===== config.mk =====
export PLATFORM = sky130hd
export DESIGN_NAME = hazard_forward_unit
export DESIGN_NICKNAME = d
export VERILOG_FILES = /design/src/rtl/mips_pkg.sv /design/src/rtl/stage_rec_reg.sv /design/src/rtl/hazard_forward_unit.sv
export SDC_FILE = /design/constraint.sdc
export NUM_CORES = 1
export LEC_CHECK = 0
export BUFFER_PORTS_ARGS = -buffer_cell sky130_fd_sc_hd__buf_2
export CORE_UTILIZATION = 25
export DETAILED_ROUTE_END_ITERATION = 10
export GPL_ROUTABILITY_DRIVEN = 0
export SYNTH_ARGS = -nofsm -noshare
export SYNTH_HDL_FRONTEND = slang
export SYNTH_SLANG_ARGS = --single-unit
export TNS_END_PERCENT = 30

===== constraint.sdc =====
create_clock -name clk -period 8.5 [get_ports clk]
set_input_delay 1.7 -clock clk [delete_from_list [all_inputs] [get_ports clk]]
set_output_delay 1.7 -clock clk [all_outputs]
set_load 0.01 [all_outputs]

===== src/rtl/mips_pkg.sv =====
// Shared hazard/forwarding definitions for the MIPS pipeline.
// Forward-select encodings, stall FSM states and select helper.
package mips_pkg;

  localparam logic [1:0] FWD_REG = 2'b00;
  localparam logic [1:0] FWD_WB  = 2'b01;
  localparam logic [1:0] FWD_MEM = 2'b10;

  typedef enum logic [1:0] {
    RUN    = 2'd0,
    LDUSE  = 2'd1,
    BRWAIT = 2'd2
  } hfu_state_e;

  // MEM is the younger producer, so it wins over WB.
  function automatic logic [1:0] fwd_pick(
    input logic mem_hit,
    input logic wb_hit
  );
    if (mem_hit) return FWD_MEM;
    if (wb_hit)  return FWD_WB;
    return FWD_REG;
  endfunction

endpackage


===== src/rtl/stage_rec_reg.sv =====
// One pipeline-stage record as tracked by the hazard unit.
// Reset loads a bubble: no write, no load, all fields zero.
module stage_rec_reg #(
  parameter int AW = 5
) (
  input  logic          clk,
  input  logic          rst,
  input  logic [AW-1:0] d_rs,
  input  logic [AW-1:0] d_rt,
  input  logic [AW-1:0] d_dest,
  input  logic          d_regwrite,
  input  logic          d_memtoreg,
  output logic [AW-1:0] q_rs,
  output logic [AW-1:0] q_rt,
  output logic [AW-1:0] q_dest,
  output logic          q_regwrite,
  output logic          q_memtoreg
);

  always_ff @(posedge clk or posedge rst) begin
    if (rst) begin
      q_rs       <= '0;
      q_rt       <= '0;
      q_dest     <= '0;
      q_regwrite <= 1'b0;
      q_memtoreg <= 1'b0;
    end else begin
      q_rs       <= d_rs;
      q_rt       <= d_rt;
      q_dest     <= d_dest;
      q_regwrite <= d_regwrite;
      q_memtoreg <= d_memtoreg;
    end
  end

endmodule


===== src/rtl/hazard_forward_unit.sv =====
// Hazard detection and EX operand forwarding for the 5-stage core.
// Selects and stalls are combinational; records, FSM, counter are state.
module hazard_forward_unit
  import mips_pkg::*;
#(
  parameter int REG_AW = 5,
  parameter int CNT_W  = 16
) (
  input  logic              clk,
  input  logic              rst,
  input  logic [REG_AW-1:0] id_rs,
  input  logic [REG_AW-1:0] id_rt,
  input  logic              id_rs_used,
  input  logic              id_rt_used,
  input  logic [REG_AW-1:0] id_dest,
  input  logic              id_regwrite,
  input  logic              id_memtoreg,
  input  logic              id_branch,
  input  logic              id_branch_taken,
  output logic [1:0]        fwd_a_sel,
  output logic [1:0]        fwd_b_sel,
  output logic              stall_pc,
  output logic              stall_ifid,
  output logic              bubble_ex,
  output logic              flush_ifid,
  output logic [CNT_W-1:0]  stall_count
);

  logic [REG_AW-1:0] ex_rs, ex_rt, ex_dest;
  logic [REG_AW-1:0] mem_rs, mem_rt, mem_dest;
  logic [REG_AW-1:0] wb_rs, wb_rt, wb_dest;
  logic              ex_rw, ex_m2r;
  logic              mem_rw, mem_m2r;
  logic              wb_rw, wb_m2r;

  logic [REG_AW-1:0] nx_rs, nx_rt, nx_dest;
  logic              nx_rw, nx_m2r;

  logic       ld_use;
  logic       br_stall;
  logic       stall;
  hfu_state_e state;

  // r0 is hardwired zero, so it never creates a dependency.
  function automatic logic hit(
    input logic [REG_AW-1:0] a,
    input logic [REG_AW-1:0] d,
    input logic              en
  );
    return en && (d != '0) && (a == d);
  endfunction

  always_comb begin
    ld_use = (id_rs_used && hit(id_rs, ex_dest, ex_m2r))
          || (id_rt_used && hit(id_rt, ex_dest, ex_m2r));
    br_stall = id_branch && (
         (id_rs_used && (hit(id_rs, ex_dest, ex_rw)
                      || hit(id_rs, mem_dest, mem_m2r)))
      || (id_rt_used && (hit(id_rt, ex_dest, ex_rw)
                      || hit(id_rt, mem_dest, mem_m2r))));
    stall = !rst && (ld_use || br_stall);
  end

  always_comb begin
    fwd_a_sel  = fwd_pick(hit(ex_rs, mem_dest, mem_rw),
                          hit(ex_rs, wb_dest, wb_rw));
    fwd_b_sel  = fwd_pick(hit(ex_rt, mem_dest, mem_rw),
                          hit(ex_rt, wb_dest, wb_rw));
    stall_pc   = stall;
    stall_ifid = stall;
    bubble_ex  = stall;
    flush_ifid = !rst && id_branch && id_branch_taken && !stall;
  end

  always_comb begin
    nx_rs   = '0;
    nx_rt   = '0;
    nx_dest = '0;
    nx_rw   = 1'b0;
    nx_m2r  = 1'b0;
    if (!stall) begin
      nx_rs   = id_rs;
      nx_rt   = id_rt;
      nx_dest = id_dest;
      nx_rw   = id_regwrite;
      nx_m2r  = id_memtoreg;
    end
  end

  stage_rec_reg #(.AW(REG_AW)) u_ex (
    .clk        (clk),
    .rst        (rst),
    .d_rs       (nx_rs),
    .d_rt       (nx_rt),
    .d_dest     (nx_dest),
    .d_regwrite (nx_rw),
    .d_memtoreg (nx_m2r),
    .q_rs       (ex_rs),
    .q_rt       (ex_rt),
    .q_dest     (ex_dest),
    .q_regwrite (ex_rw),
    .q_memtoreg (ex_m2r)
  );

  stage_rec_reg #(.AW(REG_AW)) u_mem (
    .clk        (clk),
    .rst        (rst),
    .d_rs       (ex_rs),
    .d_rt       (ex_rt),
    .d_dest     (ex_dest),
    .d_regwrite (ex_rw),
    .d_memtoreg (ex_m2r),
    .q_rs       (mem_rs),
    .q_rt       (mem_rt),
    .q_dest     (mem_dest),
    .q_regwrite (mem_rw),
    .q_memtoreg (mem_m2r)
  );

  stage_rec_reg #(.AW(REG_AW)) u_wb (
    .clk        (clk),
    .rst        (rst),
    .d_rs       (mem_rs),
    .d_rt       (mem_rt),
    .d_dest     (mem_dest),
    .d_regwrite (mem_rw),
    .d_memtoreg (mem_m2r),
    .q_rs       (wb_rs),
    .q_rt       (wb_rt),
    .q_dest     (wb_dest),
    .q_regwrite (wb_rw),
    .q_memtoreg (wb_m2r)
  );

  // Late-stage sources are carried for debug visibility only.
  logic rec_unused;
  assign rec_unused = ^{mem_rs, mem_rt, wb_rs, wb_rt, wb_m2r};

  always_ff @(posedge clk or posedge rst) begin
    if (rst) begin
      state <= RUN;
    end else if (ld_use) begin
      state <= LDUSE;
    end else if (br_stall) begin
      state <= BRWAIT;
    end else begin
      state <= RUN;
    end
  end

  always_ff @(posedge clk or posedge rst) begin
    if (rst) begin
      stall_count <= '0;
    end else if (stall && (stall_count != '1)) begin
      stall_count <= stall_count + 1'b1;
    end
  end

endmodule


==> out/results.ini <==
[status]
status = finished clean

[logic_synthesis]
yosysSeqAreaShare_pct = 50.7
yosysMostFrequentCell = dfrtp_1
synth.area.top_cells = dfrtp_1 (51%), xnor2_1 (10%), xor2_1 (10%), and2_1 (5.0%), nand3_1 (2.2%)
synth_top_family_by_area = XOR/XNOR gates
synth_top_area_share_pct = 50.7
yosys-mux-area-fraction_pct = 1.16
synth-seq-cells = 46
synth_edf_count = 0
syn_area_um2 = 2270
syn_inst = 201
yosysWarnings = 0
synth_xor_area_share_pct = 20.8
synth-compound-area-share_pct = 4.02
synthAdderAreaFrac_pct = 0.551
synth_top_area_cell = dfrtp_1
synthSimpleGateAreaFrac_pct = 19.3
avgSynthCellArea_um2 = 11.3
synth_common_cells = dfrtp_1 (46), xnor2_1 (27), xor2_1 (27)
synth-main-ff-cell = dfrtp_1
synth_cell_types = 35
synth_nets = 225
async_flop_share_pct = 100

[timing]
final.setup.tns_ns = 0
hold_viol = 0
period_needed_ns = 5.17
max_slew.worst_pin.slew_ns = 1.02
finalCritPeriodShare_pct = 60.8
whs_ns = 0.377
report.final.setup_viol = 0
setup_slack_ns = 3.33
slew_headroom_pct = 31.4
drv_slew = 0
rsz0062_at_grt = no
finClkSkew_ns = 0.00700
max_freq_mhz = 193

[final_layout]
multiInputGateArea_um2 = 1040
finalNetCount = 269
regArea_um2 = 1150
finalNonFillerCells = 354
drive_above_1_share_pct = 25.6
final_area_um2 = 2680
fin_util_pct = 30.5
syn2layout_area_growth_pct = 17.7
fillers = 940
num_antenna_cells = 0

[floorplanning]
rows = 34
io_pins = 47
design.core.area_um2 = 8760
die_w_um = 97.3
die-area_um2 = 9470
start_util_pct = 25.9
fp.dieH_um = 97.3

[critical_path]
endpoint_kind = primary output
r2r_slack_ns = 5.83
startpoint_type = input pin
critical_path_class = in -> out
crit_fanout = 49
cp_data_arrival_time_ns = 3.47
crit_required_ns = 6.80

[drt]
ant_nets = 0
vias = 1586
wl_per_cell_um = 13.5
drc_errors = 0
drt-initial-drc-count = 58
firstDrtPassIters = 4
routed_via_density = 4.48
drt-total-wl_um = 4760

[placement]
place_area_um2 = 2580
dp_cells = 346
port_buffers = 46
dp_slack_ns = 3.27
dp_hpwl_um = 3570

[clock_network]
path_clk_slew_ns = 0.09
clk_path_buf_depth = 2
clk_latency_ns = 0.30
htree_levels = 2
post-cts-setup-buffers = 0
clock-root-buffer = clkbuf_8
cts_tree = done
cts_resized = 0
ctsHoldBuffers = 0
cts.sinks = 46
cts_made_buffers = 5

[global_route]
overflow = 0
grt_pass1_vias = 1608
grt_pass1_wl_um = 7930
gr-usage-all-layers_pct = 10.6
grt_max_degree = 50
antenna_found_initial = 0

[flow_run]
maxCapViolations = 0

[worst_hold_path]
worstHoldPathType = reg -> reg

[pwr]
powerDensity_nw_per_um2 = 164
power.total_mw = 0.440
ir_drop_mv = 0.0771
p_leak_nw = 1.23

[kinds of logic after synthesis]
logic type	after synthesis
muxes	2
xor gates and xnor gates	54
and+or+nand+nor	75
DFF	46
buffers and inverters	14
AOI/OAI and AO/OA	9
adders and majority gates	1
[layout make-up]
class / count / area share [%]
sequential: 46 / 43.0
tap: 108 / 5.05
clock inverter: 3 / 0.795
clock buffer: 5 / 2.57
timing repair buffer: 48 / 9.17
multi-input combinational: 141 / 39.0
inverter: 3 / 0.421
[worst max-delay path: stages]
cell and delay, ns:
buf_2 0.09, inv_2 0.02, buf_4 0.30, and2_1 0.25, a32oi_4 0.75, inv_1 0.15, buf_2 0.19
[per-layer routing]
| metal | vias to the layer above | global-route usage (%) | part of all wire [%] |
|---|---|---|---|
| met5 | - | 0 | 0 |
| li1 | 767 | - | - |
| met1 | 764 | 14.4 | 47 |
| met4 | 0 | 2.04 | 1.2 |
| met3 | 8 | 3.24 | 6.2 |
| met2 | 47 | 16.8 | 46 |
[cells in the final DEF, fill, tap and decap left out, types with 2 or more instances in the layout]
cell,synthesis,final
or4_1,3,3
nand4_1,5,5
nor4_1,8,8
nand3_1,10,10
nor3_1,8,8
a21oi_1,2,2
dfrtp_1,46,46
and2_1,18,18
nor3b_1,2,2
xnor2_1,27,27
xor2_1,27,27
clkbuf_8,0,5
nor2_1,2,2
o22ai_1,2,2
buf_4,3,2
nand2_1,10,10
inv_1,3,2
and3_1,3,3
buf_2,5,46
[registers in the layout, summed over array words and instances (netlist names)]
signal	cells
stall_count	16
u_ex.q_dest	5
u_ex.q_memtoreg	1
u_ex.q_regwrite	1
u_ex.q_rs	5
u_ex.q_rt	5
u_mem.q_dest	5
u_mem.q_memtoreg	1
u_mem.q_regwrite	1
u_wb.q_dest	5
u_wb.q_regwrite	1
[where the power goes]
part	switching, mW	internal (mW)
sequential	0.0163	0.232
clock	0.0755	0.0578
combinational	0.0275	0.0311
[final timing paths]
check                                startpoint                to  depth (start not counted)
min in group asynchronous                   rst   u_mem.q_dest[3]                          3
worst max-delay path                        rst         bubble_ex                          7
worst min-delay path            u_ex.q_regwrite  u_mem.q_regwrite                          0
max in group asynchronous                   rst    u_ex.q_dest[2]                          3
worst min register to register  u_ex.q_regwrite  u_mem.q_regwrite                          0
worst max register to register  u_mem.q_dest[0]   stall_count[12]                          5
No activity file was read; power rests on OpenSTA's default activity.
